==> config.mk <==
export PLATFORM = sky130hd
export DESIGN_NAME = writeback_arbiter
export DESIGN_NICKNAME = d
export VERILOG_FILES = /design/src/rtl/writeback_arbiter.sv
export SDC_FILE = /design/constraint.sdc
export NUM_CORES = 1
export LEC_CHECK = 0
export CORE_MARGIN = 3
export CORE_UTILIZATION = 38
export DETAILED_ROUTE_END_ITERATION = 6
export GPL_ROUTABILITY_DRIVEN = 0
export GPL_TIMING_DRIVEN = 0
export PLACE_DENSITY_LB_ADDON = 0.2
export SYNTH_ARGS = -nofsm -noshare
export SYNTH_HDL_FRONTEND = slang
export SYNTH_SLANG_ARGS = --single-unit
==> constraint.sdc <==
create_clock -name clk -period 9 [get_ports clk]
set_input_delay 2.7 -clock clk [delete_from_list [all_inputs] [get_ports clk]]
set_output_delay 2.7 -clock clk [all_outputs]
set_load 0.1 [all_outputs]
==> src/rtl/writeback_arbiter.sv <==
// rtl/writeback_arbiter.sv - merges ALU and load results onto the register-file write port
module writeback_arbiter #(
    parameter int DATA_W = 32,
    parameter int ADDR_W = 5,
    parameter int DEPTH  = 4
) (
    input  logic                         clk,
    input  logic                         rst,
    input  logic                         alu_valid,
    output logic                         alu_ready,
    input  logic [ADDR_W-1:0]            alu_reg,
    input  logic [DATA_W-1:0]            alu_data,
    input  logic                         mem_valid,
    input  logic [ADDR_W-1:0]            mem_reg,
    input  logic [DATA_W-1:0]            mem_data,
    output logic                         wb_en,
    output logic [ADDR_W-1:0]            wb_reg,
    output logic [DATA_W-1:0]            wb_data,
    output logic [$clog2(DEPTH+1)-1:0]   fifo_count,
    output logic                         busy
);

    localparam int CW = $clog2(DEPTH + 1);
    localparam int PW = $clog2(DEPTH);

    logic [ADDR_W-1:0] ent_reg_q  [DEPTH];
    logic [DATA_W-1:0] ent_data_q [DEPTH];
    logic [DEPTH-1:0]  ent_live_q, ent_live_d;
    logic [PW-1:0]     wr_ptr_q, rd_ptr_q;
    logic [CW-1:0]     count_q, count_d;
    logic              wb_en_q, wb_en_d;
    logic [ADDR_W-1:0] wb_reg_q, wb_reg_d;
    logic [DATA_W-1:0] wb_data_q, wb_data_d;

    logic alu_accept;
    logic fifo_nonempty;
    logic push;
    logic pop;

    assign alu_ready     = (count_q < CW'(DEPTH));
    assign alu_accept    = alu_valid & alu_ready;
    assign fifo_nonempty = (count_q != '0);
    assign pop           = ~mem_valid & fifo_nonempty;
    // Bypass only when nothing older is queued, so ALU program order holds.
    assign push          = alu_accept & (mem_valid | fifo_nonempty);

    always_comb begin
        wb_en_d    = 1'b0;
        wb_reg_d   = wb_reg_q;
        wb_data_d  = wb_data_q;
        ent_live_d = ent_live_q;
        count_d    = count_q + CW'(push) - CW'(pop);

        if (mem_valid) begin
            wb_en_d   = 1'b1;
            wb_reg_d  = mem_reg;
            wb_data_d = mem_data;
            for (int i = 0; i < DEPTH; i++) begin
                if (ent_live_q[i] && ent_reg_q[i] == mem_reg) begin
                    ent_live_d[i] = 1'b0;
                end
            end
        end else if (fifo_nonempty) begin
            ent_live_d[rd_ptr_q] = 1'b0;
            if (ent_live_q[rd_ptr_q]) begin
                wb_en_d   = 1'b1;
                wb_reg_d  = ent_reg_q[rd_ptr_q];
                wb_data_d = ent_data_q[rd_ptr_q];
            end
        end else if (alu_accept) begin
            wb_en_d   = 1'b1;
            wb_reg_d  = alu_reg;
            wb_data_d = alu_data;
        end

        // The same-cycle push is younger than the load, so it stays live.
        if (push) begin
            ent_live_d[wr_ptr_q] = 1'b1;
        end
    end

    always_ff @(posedge clk or posedge rst) begin
        if (rst) begin
            wb_en_q    <= 1'b0;
            wb_reg_q   <= '0;
            wb_data_q  <= '0;
            count_q    <= '0;
            wr_ptr_q   <= '0;
            rd_ptr_q   <= '0;
            ent_live_q <= '0;
            for (int i = 0; i < DEPTH; i++) begin
                ent_reg_q[i]  <= '0;
                ent_data_q[i] <= '0;
            end
        end else begin
            wb_en_q    <= wb_en_d;
            wb_reg_q   <= wb_reg_d;
            wb_data_q  <= wb_data_d;
            count_q    <= count_d;
            ent_live_q <= ent_live_d;
            if (push) begin
                ent_reg_q[wr_ptr_q]  <= alu_reg;
                ent_data_q[wr_ptr_q] <= alu_data;
                wr_ptr_q             <= wr_ptr_q + PW'(1);
            end
            if (pop) begin
                rd_ptr_q <= rd_ptr_q + PW'(1);
            end
        end
    end

    assign wb_en      = wb_en_q;
    assign wb_reg     = wb_reg_q;
    assign wb_data    = wb_data_q;
    assign fifo_count = count_q;
    assign busy       = fifo_nonempty;

endmodule

# Word level (Yosys, flattened, before mapping)
# Index checks and enable logic that the tools add are counted.
# W data, S select, Z words.
[op_classes]
n_mux = 37
addsub = 4
eq_ne = 5
magnitude_cmp = 8
reduce_logical = 10
bitwise_logic = 10
[ops]
columns = ["cell", "n"]
rows = [
  ["$mux W32", 7],
  ["$bwmux W128", 1],
  ["$bmux W32 S2", 1],
  ["$demux W32 S2", 1],
  ["$mux W5", 7],
  ["$bwmux W20", 1],
  ["$eq A5 B5 Y1", 4],
  ["$mux W4", 3],
  ["$mux W1", 11],
  ["$bmux W5 S2", 1],
  ["$demux W5 S2", 1],
  ["$logic_and A1 B1 Y1", 7],
  ["$ge A3 B3 Y1 const B", 2],
  ["$lt A2 B3 Y1 const B", 2],
  ["$not A2 Y3", 2],
  ["$reduce_bool A3 Y1", 2],
  ["$add A2 B1 Y2 const B", 2],
  ["$and A4 B4 Y4", 1],
  ["$demux W1 S2", 2],
  ["$ge A2 B1 Y1 const B", 2],
  ["$not A4 Y4", 1],
  ["$or A4 B4 Y4", 1],
  ["$add A3 B1 Y3", 1],
  ["$and A1 B1 Y1", 3],
  ["8 further kinds", 8],
]
[word_totals]
out_inout_bits = 43
regBits = 197
in_bits = 78
word_cells = 89

# Depth between registers and ports, before layout
[logic_depth]
word_depth = 10
ltp_mapped = 10
ltp_nobuf = 9

# Least setup slack after synthesis
# No wires, ideal clock.
[synth_path]
path_type = "reg-to-output"
start = "register count_q[1], in the netlist fifo_count[1]"
end = "output port busy"
path_buffers = 2
stages_incl_launch_ff = 4
arrival_ps = 2360
slack_ps = 3940
required_ps = 6300
path_cell_list = "dfrtp_1 -> or3_1 -> buf_2 -> buf_1"
[synth_via]
elab_chain_len = 1
[synth_rtl]
columns = ["element", "line", "text"]
rows = [
  ["from (decl)", "30", "logic [CW-1:0] count_q, count_d;"],
  ["from (signal assigned)", "99", "count_q <= count_d;"],
  ["$reduce_bool A3 Y1", "42", "assign fifo_nonempty = (count_q != '0);"],
  ["to (decl)", "20", "output logic busy"],
]
# Every way passes these cells.

# Worst setup path in the final report
# Ends and elaborated chain as after synthesis.

==> results.toml <==
[status]
outcome = "completed"

[hold_path]
hold_path.class = "register to register"

[clock_tree]
ctsResizeCount = 0
cts.hold.buffers_added = 0
cts_buffer_depth = 2
ctsHtreeMaxLevel = 4
numCtsBuffers = 17
clock_sinks = 197
post_cts_buffers = 0
cts_tree = "built"
clk_latency_ns = 0.43
cts.clk_slew.worst_paths_ns = 0.08
clockRootBuffer = "clkbuf_16"

[placement]
port-buffer-count = 115
dp_hpwl_mm = 17.1
dp_slack_ns = 3.77

[sta]
grt_setup_unrepaired = "false"
finalCritPeriodShare_pct = 63.0
fin_skew_ns = 0.00977
fin_hold_ws_ns = 0.502
hold_viol = 0
slew_viol_final = 0
tightest_slew_ns = 0.981
setup_slack_ns = 3.33
slew_headroom_pct = 34.4
setup_violations = 0
fin_tns_setup_ns = 0
fin_crit_ns = 5.67
fmax_mhz = 176

[final_layout]
area_growth_pct = 21.5
multi_input_area_sq_um = 4700
fillers = 2354
layout-drive-gt1-share_pct = 30.9
fin_util_pct = 47.4
regArea_sq_um = 4930
final_cell_mix = "dfrtp_1, clkdlybuf4s50_1, mux2_2, mux2_4, inv_1"
largest_register = "ent_data_q"
largest_reg_flops = 128
final_nets = 1001
layout.cells.most_common = "dfrtp_1"

[synthesis]
synth-seq-cells = 197
synth_edf_count = 0
synthCells = 778
synthFlopType = "dfrtp_1"
syn_area_sq_um = 10300
synth-async-reset-ratio_pct = 100
seq_area_frac_synth_pct = 47.9
yosysWarnings = 0
syn_nets = 866
synth_area_per_cell_sq_um = 13.2
yosys.cell_types.count = 37

[worst_setup_path]
cp_max_fo = 10
critPathCaptureType = "output port"
critPathRequiredTime_ns = 6.30
critPathKind = "register to output port"
worstSetupStartpointType = "register"
arrival_ns = 2.97

[floorplanning]
fp.dieH_microns = 171
io_pins = 121
dieArea_sq_um = 29100
start_util_pct = 39.1
die_w_microns = 171
coreArea_sq_um = 26400
num_rows = 59

[routing]
drtPass1Iterations = 4
drc = 0
routed_wl_mm = 25.9
vias_per_cell = 5.21
drtIter0Drc = 330
wire_per_inst_microns = 20.5
postRouteAntennaNets = 0
via_count = 6574

[power]
swShare_pct = 42.2
p_int_mw = 2.95
power_mw = 5.11
p_switching_mw = 2.16
irDropWorstVdd_v = 0.000251
clockPowerShare_pct = 15.6
seqPwrFrac_pct = 31.3
p_leak_nw = 5.70
p_comb_share_pct = 53.0
p_per_area_nw_per_um2 = 409

[grt]
grt_usage_pct = 18.1
grt_pass1_wl_mm = 40.6
antenna_found_initial = 1
grt_pass1_vias = 6951
gr-total-overflow = 0
grt_max_degree = 104

[flow_run]
drv_cap = 0
-- final cells by class --
class	count	area share (%)
Antenna cell	1	0.0200
Buffer	61	3.96
Clock buffer	20	3.57
Clock inverter	12	1.24
Inverter	46	1.44
Multi-Input combinational cell	474	37.6
Sequential cell	197	39.4
Tap cell	335	3.35
Timing Repair Buffer	116	9.43
-- final timing paths --
path / start / to / slack, ns / depth (start not counted)
worst min-delay path: ent_data_q[119] / ent_data_q[119] / 0.50 / 1
max in group asynchronous: rst / wb_reg[2] / 5.26 / 3
worst max register to register: fifo_count[1] / fifo_count[2] / 6.76 / 10
worst min register to register: ent_data_q[119] / ent_data_q[119] / 0.50 / 1
worst max-delay path: fifo_count[1] / busy / 3.33 / 4
min in group asynchronous: rst / ent_data_q[47] / 2.82 / 2
-- critical path, stage by stage, from the launching register on --
cell and delay (ns):
dfrtp_1 0.46, or3_1 0.13, buf_2 0.17, buf_1 0.50, clkdlybuf4s50_1 1.26
-- Yosys cell counts, types with 2 or more instances --
cell type    n  share of area [%]
nand2_1     39                1.4
mux2_2      97                 11
nand2_8      3               0.58
nand4_1     37                2.2
buf_6       10                1.1
xor2_1      16                1.4
buf_12      10                1.9
dfrtp_1    197                 48
inv_1       46                1.7
a21oi_1     37                1.8
nor2b_1      2               0.12
ha_1         9                1.1
a32oi_1      4               0.34
mux2_4      90                 13
nor4_1       4               0.24
o21ai_0      2              0.097
a22o_1       4               0.34
a2bb2oi_1   17                1.4
a2bb2oi_2   20                2.9
clkbuf_1    14               0.51
o211ai_1    37                2.7
buf_2       19               0.92
buf_1        6               0.22
mux2i_1     38                3.7
xnor2_1      8               0.68
-- power groups by stage --
stage / combinational, mW / clock [mW] / sequential (mW)
after floorplan: 1.47 / 0 / 2.23
after global placement: 2.70 / 0 / 1.60
after detailed placement: 2.73 / 0 / 1.61
after CTS: 2.74 / 0.815 / 1.60
after global routing: 2.87 / 0.851 / 1.66
final: 2.71 / 0.799 / 1.60
-- metrics by stage --
stage               cell area [sq um]  instances
finish                          12500       1262
global route                    12500       1262
CTS                             12500       1261
detailed placement              11900       1229
global placement                11900       1228
floorplan                       10300        778
-- metal layers --
metal  vias to the layer above  track usage [%]  share of wire (%)
li1                       3078                -                  -
met1                      3346             26.4                 49
met2                       138             28.4                 47
met3                        12             3.00                3.6
met4                         0             4.20               0.87
met5                         -                0                  0
-- cells by family after synthesis --
kind of cell	count (synthesis)	share of synthesized area [%]
mux	225	27.4
fa+ha+maj	10	1.29
flops	197	47.9
buf+inv	107	6.49
simple gates	91	5.01
xor+xnor	24	2.04
compound gates	124	9.86
(Power assumes the default switching activity.)
